**config.mk**
```make
export PLATFORM = sky130hd
export DESIGN_NAME = axil_req_arbiter
export DESIGN_NICKNAME = d
export VERILOG_FILES = /design/src/rtl/axil_req_arbiter.sv
export SDC_FILE = /design/constraint.sdc
export NUM_CORES = 1
export LEC_CHECK = 0
export BUFFER_PORTS_ARGS = -buffer_cell sky130_fd_sc_hd__buf_2
export CAP_MARGIN = 5
export CORE_MARGIN = 10
export CORE_UTILIZATION = 30
export CTS_BUF_LIST = sky130_fd_sc_hd__clkbuf_8
export CTS_CLUSTER_SIZE = 8
export DETAILED_ROUTE_END_ITERATION = 8
export PLACE_DENSITY = 0.65
export RECOVER_POWER = 25
export SYNTH_ARGS = -nofsm -noshare
export SYNTH_HDL_FRONTEND = slang
export SYNTH_SLANG_ARGS = --single-unit
```
**constraint.sdc**
```tcl
create_clock -name ACLK -period 2.8 [get_ports ACLK]
set_clock_uncertainty 0.15 [all_clocks]
set_input_delay 0.56 -clock ACLK [delete_from_list [all_inputs] [get_ports ACLK]]
set_output_delay 0.56 -clock ACLK [all_outputs]
set_load 0.05 [all_outputs]
```
**src/rtl/axil_req_arbiter.sv**
```systemverilog
// ---------------------------------------------------------------------------
// axil_req_arbiter
//
// Shares one AXI-Lite slave port between NREQ simple request/response
// clients. A round-robin arbiter picks one pending request while idle, the
// request is replayed as a full AXI-Lite write (AW+W+B) or read (AR+R), and
// the response is handed back to the requester that issued it. Only one
// transaction is in flight at any time.
//
// Ports
//   ACLK, ARESETn       clock, asynchronous active-low reset
//   req_valid/ready     per-requester request handshake (ready one-hot or 0)
//   req_write           1 = write, 0 = read
//   req_addr/wdata      packed, requester i at [i*WIDTH +: WIDTH]
//   req_wstrb           packed, requester i at [i*WIDTH/8 +: WIDTH/8]
//   rsp_valid/ready     per-requester response handshake (valid one-hot or 0)
//   rsp_rdata/rsp_resp  read data (0 for writes) and BRESP/RRESP
//   AW*/W*/B*/AR*/R*    AXI-Lite master channels towards the shared slave
// ---------------------------------------------------------------------------
module axil_req_arbiter #(
  parameter int NREQ  = 2,
  parameter int WIDTH = 32
) (
  input  logic                      ACLK,
  input  logic                      ARESETn,
  input  logic [NREQ-1:0]           req_valid,
  output logic [NREQ-1:0]           req_ready,
  input  logic [NREQ-1:0]           req_write,
  input  logic [NREQ*WIDTH-1:0]     req_addr,
  input  logic [NREQ*WIDTH-1:0]     req_wdata,
  input  logic [NREQ*(WIDTH/8)-1:0] req_wstrb,
  output logic [NREQ-1:0]           rsp_valid,
  input  logic [NREQ-1:0]           rsp_ready,
  output logic [WIDTH-1:0]          rsp_rdata,
  output logic [1:0]                rsp_resp,
  output logic                      AWVALID,
  input  logic                      AWREADY,
  output logic [WIDTH-1:0]          AWADDR,
  output logic                      WVALID,
  input  logic                      WREADY,
  output logic [WIDTH-1:0]          WDATA,
  output logic [WIDTH/8-1:0]        WSTRB,
  input  logic                      BVALID,
  output logic                      BREADY,
  input  logic [1:0]                BRESP,
  output logic                      ARVALID,
  input  logic                      ARREADY,
  output logic [WIDTH-1:0]          ARADDR,
  input  logic                      RVALID,
  output logic                      RREADY,
  input  logic [WIDTH-1:0]          RDATA,
  input  logic [1:0]                RRESP
);

  localparam int SW   = WIDTH / 8;
  localparam int IDXW = $clog2(NREQ);
  localparam logic [IDXW:0] NREQ_C = NREQ[IDXW:0];

  typedef enum logic [2:0] {
    ST_IDLE, ST_WADDR, ST_WRESP, ST_RADDR, ST_RDATA, ST_RESP
  } state_t;

  state_t            state_reg;
  logic [IDXW-1:0]   rr_ptr_reg;
  logic [IDXW-1:0]   grant_reg;
  logic [WIDTH-1:0]  addr_reg;
  logic [WIDTH-1:0]  wdata_reg;
  logic [SW-1:0]     wstrb_reg;
  logic              awvalid_reg;
  logic              wvalid_reg;
  logic              bready_reg;
  logic              arvalid_reg;
  logic              rready_reg;
  logic [NREQ-1:0]   rsp_valid_reg;
  logic [WIDTH-1:0]  rsp_rdata_reg;
  logic [1:0]        rsp_resp_reg;

  // Unpacked views of the requester buses
  logic [WIDTH-1:0] addr_arr  [NREQ];
  logic [WIDTH-1:0] wdata_arr [NREQ];
  logic [SW-1:0]    wstrb_arr [NREQ];

  generate
    for (genvar gi = 0; gi < NREQ; gi++) begin : g_unpack
      assign addr_arr[gi]  = req_addr[gi*WIDTH +: WIDTH];
      assign wdata_arr[gi] = req_wdata[gi*WIDTH +: WIDTH];
      assign wstrb_arr[gi] = req_wstrb[gi*SW +: SW];
    end
  endgenerate

  // Round-robin search starting at rr_ptr_reg, wrapping at NREQ (which need
  // not be a power of two, hence the explicit subtract instead of a mask).
  logic            win_found;
  logic [IDXW-1:0] win_idx;
  logic [IDXW:0]   cand;

  always_comb begin
    win_found = 1'b0;
    win_idx   = '0;
    cand      = '0;
    for (int k = 0; k < NREQ; k++) begin
      cand = {1'b0, rr_ptr_reg} + k[IDXW:0];
      if (cand >= NREQ_C) cand = cand - NREQ_C;
      if (!win_found && req_valid[cand[IDXW-1:0]]) begin
        win_found = 1'b1;
        win_idx   = cand[IDXW-1:0];
      end
    end
  end

  logic [IDXW:0]   nxt_sum;
  logic [IDXW-1:0] rr_next;
  logic [NREQ-1:0] win_onehot;
  logic [NREQ-1:0] grant_onehot;

  assign nxt_sum      = {1'b0, win_idx} + {{IDXW{1'b0}}, 1'b1};
  assign rr_next      = (nxt_sum == NREQ_C) ? '0 : nxt_sum[IDXW-1:0];
  assign win_onehot   = {{(NREQ-1){1'b0}}, 1'b1} << win_idx;
  assign grant_onehot = {{(NREQ-1){1'b0}}, 1'b1} << grant_reg;

  // Gated by ARESETn so the combinational ready is also 0 while in reset.
  assign req_ready = (ARESETn && state_reg == ST_IDLE && win_found) ? win_onehot : '0;

  always_ff @(posedge ACLK or negedge ARESETn) begin
    if (!ARESETn) begin
      state_reg     <= ST_IDLE;
      rr_ptr_reg    <= '0;
      grant_reg     <= '0;
      addr_reg      <= '0;
      wdata_reg     <= '0;
      wstrb_reg     <= '0;
      awvalid_reg   <= 1'b0;
      wvalid_reg    <= 1'b0;
      bready_reg    <= 1'b0;
      arvalid_reg   <= 1'b0;
      rready_reg    <= 1'b0;
      rsp_valid_reg <= '0;
      rsp_rdata_reg <= '0;
      rsp_resp_reg  <= 2'b00;
    end else begin
      case (state_reg)
        ST_IDLE: begin
          // win_found implies req_valid of the winner, i.e. acceptance
          if (win_found) begin
            grant_reg  <= win_idx;
            rr_ptr_reg <= rr_next;
            addr_reg   <= addr_arr[win_idx];
            wdata_reg  <= wdata_arr[win_idx];
            wstrb_reg  <= wstrb_arr[win_idx];
            if (req_write[win_idx]) begin
              awvalid_reg <= 1'b1;
              wvalid_reg  <= 1'b1;
              state_reg   <= ST_WADDR;
            end else begin
              arvalid_reg <= 1'b1;
              state_reg   <= ST_RADDR;
            end
          end
        end
        ST_WADDR: begin
          // AW and W retire independently; move on once neither is pending
          if (AWREADY) awvalid_reg <= 1'b0;
          if (WREADY)  wvalid_reg  <= 1'b0;
          if ((!awvalid_reg || AWREADY) && (!wvalid_reg || WREADY)) begin
            bready_reg <= 1'b1;
            state_reg  <= ST_WRESP;
          end
        end
        ST_WRESP: begin
          if (BVALID) begin
            bready_reg    <= 1'b0;
            rsp_resp_reg  <= BRESP;
            rsp_rdata_reg <= '0;
            rsp_valid_reg <= grant_onehot;
            state_reg     <= ST_RESP;
          end
        end
        ST_RADDR: begin
          if (ARREADY) begin
            arvalid_reg <= 1'b0;
            rready_reg  <= 1'b1;
            state_reg   <= ST_RDATA;
          end
        end
        ST_RDATA: begin
          if (RVALID) begin
            rready_reg    <= 1'b0;
            rsp_rdata_reg <= RDATA;
            rsp_resp_reg  <= RRESP;
            rsp_valid_reg <= grant_onehot;
            state_reg     <= ST_RESP;
          end
        end
        ST_RESP: begin
          if (rsp_ready[grant_reg]) begin
            rsp_valid_reg <= '0;
            state_reg     <= ST_IDLE;
          end
        end
        default: state_reg <= ST_IDLE;
      endcase
    end
  end

  assign rsp_valid = rsp_valid_reg;
  assign rsp_rdata = rsp_rdata_reg;
  assign rsp_resp  = rsp_resp_reg;
  assign AWVALID   = awvalid_reg;
  assign AWADDR    = addr_reg;
  assign WVALID    = wvalid_reg;
  assign WDATA     = wdata_reg;
  assign WSTRB     = wstrb_reg;
  assign BREADY    = bready_reg;
  assign ARVALID   = arvalid_reg;
  assign ARADDR    = addr_reg;
  assign RREADY    = rready_reg;

endmodule

```
==> results by group, run 1 <==
STA
  – RSZ-0062 raised after global routing: false
  – Fin crit share: 0.920
  – Max-slew violations: 67
  – FMAX: between 300 and 400 MHz
  – Fin crit period: about 2600 ps
  – Final Hold Vio Count: 0
  – Relative slew margins: -0.0860
  – Finish-stage setup viols: 0
  – Setup TNS Final: 0 ps
  – Slew @ Worst Pin: between 1500 and 2000 ps

Setup path
  – Worst r2r src: state_reg[1]$_DFFE_PN0P_
  – Setup crit end kind: output port
  – Critical path launch point type: register
  – Crit path DAT: approximately 1900 ps
  – Critical path type: register to output port
  – RR Endpoint: WDATA[31]$_DFFE_PN0P_
  – Crit-path max FO: 5
  – Reg2reg path depth: 5
  – CP required: ~2100 ps
  – Flop-to-flop setup slack: 440 ps

Synthesis
  – Simple-gate share of the synthesized area: 0.164
  – Yosys warning count: 0
  – Sequential share of the synthesized area: 0.543
  – Cells after Synth: approximately 490
  – Synth top area share: 0.543
  – Adder-cell area share of the yosys netlist: 0
  – Syn Nets: 676
  – Synth Area in Compound Gates: 0.195
  – Cell type with the largest total area after synthesis: dfrtp_1
  – Xor/xnor share of the synthesized area: 0
  – Largest family of logic cells by synthesized area: compound AO/OA/AOI/OAI gates
  – Synth Area per Inst: about 11 µm²
  – Mux contribution to synthesized area: 0.00976
  – Cell area after synthesis: ~0.0053 mm²
  – Synth area leaders: dfrtp_1 54%, a221o_1 13%, and2_0 8.1%
  – Netlist cell types: 38
  – Flops & latches, synth: 114

CTS
  – Worst-skew pair later-pin latency: ~430 ps
  – CTS tree: done
  – Root Buffer: clkbuf_8
  – Post_cts resized: 0
  – Clk sink count: between 100 and 150
  – Reg clk slew, reported paths: approximately 80 ps
  – Hold_buf cts: 0
  – TritonCTS buffer count: 17
  – Longest Clk Path Bufs: 2
  – H-tree levels: 4
  – Post-CTS setup buffer count: 0

Pwr
  – Pwr Density: between 1000 and 1500 mW/mm²
  – Lkg Pwr: around 0.0037 µW
  – IR drop worst, VDD: between 0.9 and 1 mV

Place
  – Port bufs: roughly 330
  – DP HPWL: about 14 mm
  – Gpl congestion: ~0.8

Route
  – DR pass1 iterations: 4
  – Drt total wl: 18.7 mm
  – Initial DRC Count: roughly 260
  – Routed Antenna Nets: 0
  – WL per Instance: about 18 µm
  – # DRC: 0
  – Vias/cell: approximately 4.8
  – Vias post-DR: roughly 4.8k

Die
  – Boundary pin count: about 330
  – Die Y-Extent: between 150 and 200 µm
  – Die X: 152 µm
  – Row count: 48
  – Initial Utilization: 0.305
  – Die footprint: 0.0232 mm²
  – Core region area: between 0.015 and 0.02 mm²

Hold path
  – Worst hold start: req_addr[53]
  – Hold depth: 2
  – Hold Path Class: primary input to register
  – Min-Delay Endpoint: ARADDR[21]$_DFFE_PN0P_

GRT
  – Vias in the first global route: approximately 5k
  – Largest net degree at the start of global routing: between 70 and 80
  – Initial antenna violation count: 1
  – GRT Total Usage: 0.156
  – First-pass GRT wire length: 29.3 mm
  – Gr ovfl total: 0

Final layout
  – Sequential cell area: 0.00285 mm²
  – Most common cell after layout, fill and taps aside: buf_2
  – Layout cells sized above 1: 0.475
  – Area of the multi-input gates: between 0.0015 and 0.002 mm²
  – Final Core Density: 0.421
  – Final #Nets: 963
  – Fillers: roughly 1.7k
  – Most frequent cells in the layout: 326 x buf_2, 114 x dfrtp_1, 76 x nand2_1
  – Area Overhead vs Synth: 37.9%

Job
  – MaxCap Viol Count: 1

Outcome
  – Status: finished with violations
  – Violated checks: max-capacitance violations, max-slew violations
Yosys cell counts (all sizes together):
cell / n
a21boi: 1
a21o: 2
a21oi: 4
a221o: 69
a311o: 1
a31o: 1
a32o: 1
a32oi: 1
and2: 70
and3: 1
buf: 42
clkbuf: 28
clkinv: 1
dfrtp: 114
inv: 4
mux2: 1
mux2i: 4
nand2: 76
nand2b: 2
nand3: 3
nand3b: 3
nand4: 1
nor2: 6
nor2b: 1
nor3b: 1
nor4: 1
nor4b: 1
o21ai: 42
o221ai: 1
o22a: 1
o22ai: 2
o31ai: 2
or2: 1
or3: 1
or4: 1
through the flow:
step / cells / total power, µW / area, µm² / worst slack [ps] / hold slack (ps)
2_1_floorplan: 491 / 7830 / 5260 / 168 / 114
3_3_place_gp: 984 / 9060 / 6850 / 469 / 306
3_5_place_dp: 984 / 9130 / 6850 / 450 / 315
4_1_cts: 1016 / 10800 / 7260 / 148 / 116
5_1_grt: 1017 / 11300 / 7250 / 92.3 / 160
6_report: 1017 / 10600 / 7250 / 223 / 204
critical path: stages (launching register included):
cell and delay [ps]:
dfrtp_1 380, or3_1 500, nor2_4 160, and2_1 130
buf_2 280
metal layers:
layer	global-route usage	part of all wire
met1	0.183	0.41
met2	0.247	0.48
met4	0.0555	0.016
met5	0	0
met3	0.0697	0.098
report_power, final:
group          switching [µW]  leakage [µW]  internal (µW)  total [µW]
registers                 406       0.00145           2350        2750
logic                    4660       0.00207           1620        6280
clock network             782      0.000209            820        1600
kinds of logic (layout without fill, tap and decap cells):
logic type,after synthesis,count (layout)
multiplexers,5,5
AND/OR/NAND/NOR,169,169
other,0,1
flip-flops,114,114
AO/OA/AOI/OAI,128,128
buffers and inverters,75,375
layout make-up:
type	count	share of cell area
Antenna cell	1	0.000345
Clock buffer	17	0.0323
Clock inverter	15	0.0238
Inverter	5	0.00259
Multi-Input combinational cell	302	0.271
Sequential cell	114	0.394
Tap cell	225	0.0388
Timing Repair Buffer	338	0.238
worst max-delay path by stage:
stage / from / to / depth (start not counted)
after global placement: state_reg[1]$_DFFE_PN0P_ / WDATA[10]$_DFFE_PN0P_ / 5
after detailed placement: state_reg[1]$_DFFE_PN0P_ / ARADDR[31]$_DFFE_PN0P_ / 5
after CTS: state_reg[1]$_DFFE_PN0P_ / req_ready[1] / 4
final: state_reg[1]$_DFFE_PN0P_ / req_ready[1] / 4
after global routing: state_reg[1]$_DFFE_PN0P_ / req_ready[1] / 4
after floorplan: state_reg[1]$_DFFE_PN0P_ / req_ready[1] / 6
(Power assumes the default switching activity.)
==> run 2, diff against run 1 <==
--- a/config.mk
+++ b/config.mk
@@ -8,11 +8,11 @@
 export BUFFER_PORTS_ARGS = -buffer_cell sky130_fd_sc_hd__buf_2
 export CAP_MARGIN = 5
 export CORE_MARGIN = 10
-export CORE_UTILIZATION = 30
+export CORE_UTILIZATION = 35
 export CTS_BUF_LIST = sky130_fd_sc_hd__clkbuf_8
 export CTS_CLUSTER_SIZE = 8
 export DETAILED_ROUTE_END_ITERATION = 8
-export PLACE_DENSITY = 0.65
+export PLACE_DENSITY_LB_ADDON = 0.15
 export RECOVER_POWER = 25
 export SYNTH_ARGS = -nofsm -noshare
 export SYNTH_HDL_FRONTEND = slang
==> results by group, run 2 (synthesis gave the netlist of run 1 again) <==
GRT
  – Vias in the first global route: 5096 (+1.5%)
  – Largest net degree at the start of global routing: 73 (unchanged)
  – GRT Total Usage: 0.177 (+0.0211)
  – First-pass GRT wire length: 28.5 mm (-2.9%)
  – Gr ovfl total: 0 (unchanged)
  – Initial antenna violation count: 1 (unchanged)

Pwr
  – Lkg Pwr: 0.00372 µW (-0.25%)
  – Switching part of the total power: 0.543 (-0.00724)
  – Pwr Density: 1470 mW/mm² (+0.28%)
  – Clock Power Share: 0.147 (-0.004)
  – Gate power share: 0.591 (about the same)
  – Register share of total power: 0.262 (+0.003)
  – Cell Int Power: 4820 µW (+0.80%)
  – Final Power: 10500 µW (-0.80%)
  – Switching power: 5720 µW (-2.1%)
  – IR drop worst, VDD: 0.701 mV (-27%)

CTS
  – Root Buffer: clkbuf_8
  – TritonCTS buffer count: 17 (unchanged)
  – Post_cts resized: 0 (unchanged)
  – Longest Clk Path Bufs: 2 (unchanged)
  – Reg clk slew, reported paths: 70 ps (about the same)
  – Clk sink count: 114 (unchanged)
  – CTS tree: done
  – H-tree levels: 4 (unchanged)
  – Hold_buf cts: 0 (unchanged)
  – Post-CTS setup buffer count: 0 (unchanged)
  – Worst-skew pair later-pin latency: 420 ps (about the same)

Die
  – Boundary pin count: 328 (unchanged)
  – Core region area: 0.0146 mm² (-15%)
  – Die Y-Extent: 143 µm (-6.4%)
  – Row count: 44 (-8.3%)
  – Die X: 143 µm (-6.4%)
  – Initial Utilization: 0.359 (+0.0540)
  – Die footprint: 0.0203 mm² (-12%)

Setup path
  – Worst r2r src: state_reg[1]$_DFFE_PN0P_
  – Reg2reg path depth: 4 (-1)
  – Crit-path slowest cell: or3_1
  – Critical path, cell by cell: or3_1, nor2_4, and2_1, buf_2
  – Crit-path leading delay family: simple AND/OR/NAND/NOR gates
  – Flop-to-flop setup slack: 290 ps (-150 ps)
  – Crit path DAT: 1870 ps (about the same)
  – Critical path type: register to output port
  – RR Endpoint: WDATA[13]$_DFFE_PN0P_
  – Crit path largest cell delay: 500 ps (about the same)
  – Critical path launch point type: register
  – CP required: 2090 ps (about the same)
  – Crit-path max FO: 5 (unchanged)
  – Setup crit end kind: output port
  – Worst path buffer plus inverter count: 1 (unchanged)

Final layout
  – Most common cell after layout, fill and taps aside: buf_2
  – Final Cell Area: 0.00717 mm² (-1.1%)
  – Layout cells sized above 1: 0.472 (-0.00320)
  – Final #Nets: 962 (-0.10%)
  – Sequential cell area: 0.00285 mm² (unchanged)
  – Area Overhead vs Synth: 36.4%
  – Most frequent cells in the layout: 326 x buf_2, 114 x dfrtp_1, 76 x nand2_1
  – Fillers: 1389 (-19%)
  – Area of the multi-input gates: 0.00196 mm² (unchanged)

STA
  – Final Hold Vio Count: 0 (unchanged)
  – Setup TNS Final: 0 ps (unchanged)
  – WHS: 204 ps (+0.157 ps)
  – Fin crit period: 2580 ps (-2.19 ps)
  – Finish-stage setup viols: 0 (unchanged)
  – RSZ-0062 raised after global routing: false
  – FMAX: 388 MHz (about the same)
  – Max-slew violations: 0 (-100%)
  – Relative slew margins: 0.0128 (+0.0988)
  – Slew @ Worst Pin: 1480 ps (-148 ps)
  – Fin crit share: 0.920 (about the same)

Outcome
  – Status: completed

Hold path
  – Hold depth: 2 (unchanged)
  – Worst hold start: req_wdata[31]
  – Min-Delay Endpoint: WDATA[31]$_DFFE_PN0P_
  – Hold Path Class: primary input to register

Route
  – Drt total wl: 18.6 mm (-0.62%)
  – # DRC: 0 (unchanged)
  – Met2 wire len: 9.00 mm (+0.82%)
  – DR pass1 iterations: 5 (+1)
  – DRT met1 WL: 7.18 mm (-5.8%)
  – WL per Instance: 19.0 µm (+3.7%)
  – Initial DRC Count: 237 (-9.5%)
  – Vias post-DR: 4789 (-1.0%)
  – Met3 WL: 2.11 mm (+15%)
  – Routed Antenna Nets: 0 (unchanged)
  – Top sig layer: met4
  – Vias/cell: 4.91 (+3.2%)

Place
  – Dpl cell area: 0.00678 mm² (-1.0%)
  – DP HPWL: 14.2 mm (+0.20%)
  – Gpl congestion: 0.785 (+0.42%)
  – Port bufs: 327 (unchanged)

Job
  – MaxCap Viol Count: 0 (-1)
## run 2: how the worst max path moves through the flow
| stage | from | to | slack [ps] | cells after the start |
|---|---|---|---|---|
| finish | state_reg[1]$_DFFE_PN0P_ | req_ready[1] | 220 | 4 |
| global route | state_reg[1]$_DFFE_PN0P_ | req_ready[1] | 100 | 4 |
| CTS | state_reg[1]$_DFFE_PN0P_ | req_ready[1] | 170 | 4 |
| detailed placement | state_reg[1]$_DFFE_PN0P_ | WDATA[13]$_DFFE_PN0P_ | 270 | 4 |
| global placement | state_reg[1]$_DFFE_PN0P_ | ARADDR[3]$_DFFE_PN0P_ | 330 | 4 |
| floorplan | state_reg[1]$_DFFE_PN0P_ | req_ready[1] | 170 | 6 |
## run 2: final cells by class
cell class | count | area share
Clock inverter | 11 | 0.0155
Antenna cell | 1 | 0.000349
Inverter | 5 | 0.00262
Multi-Input combinational cell | 302 | 0.274
Timing Repair Buffer | 337 | 0.238
Tap cell | 184 | 0.0321
Clock buffer | 21 | 0.0403
Sequential cell | 114 | 0.398
## run 2: power by group through the flow
stage	Clock, µW	Sequential (µW)	Combinational (µW)
finish	1550	2770	6240
global route	1680	2860	6630
CTS	1590	2770	6320
detailed placement	0	2780	6310
global placement	0	2760	6260
floorplan	0	5040	2790
## run 2: stage by stage
step | util | setup WS (ps) | instances
detailed placement | 0.463 | 267 | 942
floorplan | - | 168 | 491
CTS | 0.490 | 169 | 974
global route | 0.490 | 95.9 | 974
global placement | 0.463 | 330 | 942
finish | 0.490 | 225 | 975
## run 2: worst reg2reg max path, cell delays in order, from the launching register on
cell     delay, ps
dfrtp_1        370
or3_1          500
or2_2          740
and2_0         390
a221o_1        260
## run 2: per-layer routing
metal	up-vias	global-route usage
met5	-	0
met4	0	0.0527
met3	16	0.0874
met2	219	0.287
met1	2256	0.202
li1	2298	-
==> run 3, diff against run 2 <==
--- a/config.mk
+++ b/config.mk
@@ -5,10 +5,12 @@
 export SDC_FILE = /design/constraint.sdc
 export NUM_CORES = 1
 export LEC_CHECK = 0
-export BUFFER_PORTS_ARGS = -buffer_cell sky130_fd_sc_hd__buf_2
+export BUFFER_PORTS_ARGS = -buffer_cell sky130_fd_sc_hd__clkbuf_2
 export CAP_MARGIN = 5
-export CORE_MARGIN = 10
-export CORE_UTILIZATION = 35
+export CELL_PAD_IN_SITES_DETAIL_PLACEMENT = 0
+export CELL_PAD_IN_SITES_GLOBAL_PLACEMENT = 1
+export CORE_MARGIN = 4
+export CORE_UTILIZATION = 32
 export CTS_BUF_LIST = sky130_fd_sc_hd__clkbuf_8
 export CTS_CLUSTER_SIZE = 8
 export DETAILED_ROUTE_END_ITERATION = 8
==> results by group, run 3 (synthesis gave the netlist of run 1 again) <==
Setup path
  – Crit-path leading delay family: simple AND/OR/NAND/NOR gates
  – Crit-path max FO: 11 (+6)
  – Critical path, cell by cell: or3_4, nor2_4, and2_1, clkbuf_2
  – Crit path DAT: 1920 ps (+50 ps)
  – Crit-path slowest cell: dfrtp_2
  – Critical Path End: req_ready[1]
  – Crit. Startpoint: state_reg[1]$_DFFE_PN0P_
  – Flop-to-flop setup slack: 490 ps (+200 ps)
  – RR Endpoint: ARADDR[30]$_DFFE_PN0P_
  – Critical path depth: 4 (unchanged)
  – Critical path launch point type: register
  – Setup crit end kind: output port
  – Reg2reg path depth: 5 (+1)
  – Worst r2r src: state_reg[1]$_DFFE_PN0P_
  – Critical path type: register to output port
  – Worst path buffer plus inverter count: 1 (unchanged)
  – Crit path largest cell delay: 500 ps (about the same)
  – CP required: 2090 ps (about the same)

CTS
  – Root Buffer: clkbuf_8
  – Longest Clk Path Bufs: 2 (unchanged)
  – Worst-skew pair later-pin latency: 420 ps (about the same)
  – H-tree levels: 4 (unchanged)
  – Reg clk slew, reported paths: 60 ps (about the same)
  – TritonCTS buffer count: 17 (unchanged)
  – CTS tree: done
  – Clk sink count: 114 (unchanged)

Die
  – Boundary pin count: 328 (unchanged)
  – Row count: 46 (+4.5%)
  – Core region area: 0.0160 mm² (+9.3%)
  – Die footprint: 0.0185 mm² (-8.8%)
  – Initial Utilization: 0.329 (-0.0304)
  – Die X: 136 µm (-4.5%)
  – Die Y-Extent: 136 µm (-4.5%)

Place
  – Place WS: 381 ps (+114 ps)
  – Port bufs: 327 (unchanged)
  – Gpl congestion: 0.790 (+0.62%)
  – DP HPWL: 13.1 mm (-7.5%)

Final layout
  – ANT cells: 0 (-1)
  – Most frequent cells in the layout: 326 x clkbuf_2, 113 x dfrtp_1, 76 x nand2_1
  – Final Core Density: 0.449 (-0.0407)
  – Area Overhead vs Synth: 36.7%
  – Final #Nets: 964 (+0.21%)
  – Most common cell after layout, fill and taps aside: clkbuf_2
  – Layout cells sized above 1: 0.470 (-0.00253)

Pwr
  – Lkg Pwr: 0.00371 µW (-0.36%)
  – Pwr Density: 1440 mW/mm² (-2.2%)
  – IR drop worst, VDD: 0.644 mV (-8.2%)
  – Final Power: 10300 µW (-2.0%)

STA
  – Final Hold Vio Count: 0 (unchanged)
  – FMAX: 380 MHz (-2.1%)
  – Relative slew margins: 0.0623 (+0.0495)
  – Fin crit period: 2630 ps (+54.3 ps)
  – Slew @ Worst Pin: 1410 ps (-74.3 ps)
  – Finish-stage setup viols: 0 (unchanged)
  – Max-slew violations: 0 (unchanged)
  – RSZ-0062 raised after global routing: false
  – Setup TNS Final: 0 ps (unchanged)
  – Fin crit share: 0.939 (+0.0194)
  – Final WS setup: 171 ps (-54.3 ps)

Job
  – MaxCap Viol Count: 0 (unchanged)

Hold path
  – Hold Path Class: primary input to register

Route
  – Vias post-DR: 4780 (-0.19%)
  – Initial DRC Count: 224 (-5.5%)
  – Routed Antenna Nets: 0 (unchanged)
  – DR pass1 iterations: 4 (-1)
  – Vias/cell: 4.75 (-3.3%)
  – WL per Instance: 17.4 µm (-8.9%)
  – Drt total wl: 17.5 mm (-6.0%)
  – # DRC: 0 (unchanged)

GRT
  – Largest net degree at the start of global routing: 73 (unchanged)
  – GRT Total Usage: 0.182 (+0.00471)
  – Gr ovfl total: 0 (unchanged)
  – Initial antenna violation count: 0 (-1)
  – First-pass GRT wire length: 26.0 mm (-8.6%)
  – Vias in the first global route: 4789 (-6.0%)

Outcome
  – Status: completed
-- run 3: stage by stage --
step | hold WS [ps] | instances | cell area [µm²]
final | 203 | 1006 | 7180
after global routing | 170 | 1006 | 7180
after CTS | 170 | 1006 | 7190
after detailed placement | 279 | 975 | 6840
after global placement | 276 | 975 | 6840
after floorplan | 114 | 491 | 5260
-- run 3: metal layers --
| metal | GRT usage | vias to the layer above | share of wire |
|---|---|---|---|
| met5 | 0 | - | 0 |
| met4 | 0.0482 | 0 | 0.014 |
| met3 | 0.0681 | 17 | 0.081 |
| met2 | 0.321 | 201 | 0.53 |
| met1 | 0.206 | 2265 | 0.38 |
| li1 | - | 2297 | - |
-- run 3: tightest hold or removal path, stage by stage --
cell and delay [ps]:
clkbuf_2 80, nand2_1 40, o21ai_0 60
-- run 3: layout make-up --
class	count	area, µm²
tap	216	270
fill	1613	8820
clock inverter	8	38.8
inverter	5	18.8
clock buffer	22	303
timing repair buffer	339	1730
sequential	114	2850
multi-input combinational	302	1970
-- run 3: timing repair --
action                                  in CTS  in global routing
buffers inserted                             0                  0
resized for setup                            0                  2
endpoints found under the setup margin       0                  2
hold buffers                                 1                  0
endpoints found under the hold margin        8                  0
-- run 3: worst min path at each step --
stage,from,endpoint,depth (start not counted)
4_1_cts,RDATA[28],rsp_rdata[28]$_DFFE_PN0P_,3
2_1_floorplan,ARESETn,ARADDR[0]$_DFFE_PN0P_,0
3_3_place_gp,ARESETn,WDATA[30]$_DFFE_PN0P_,1
3_5_place_dp,ARESETn,ARADDR[0]$_DFFE_PN0P_,1
6_report,RDATA[28],rsp_rdata[28]$_DFFE_PN0P_,3
5_1_grt,RDATA[30],rsp_rdata[30]$_DFFE_PN0P_,3
-- run 3: where the power goes --
part	internal, µW	leakage, µW	total, µW	switching, µW
Sequential	2350	0.00145	2810	452
Combinational	1590	0.00207	6200	4600
Clock	703	0.000190	1330	629
Total	4650	0.00371	10300	5690
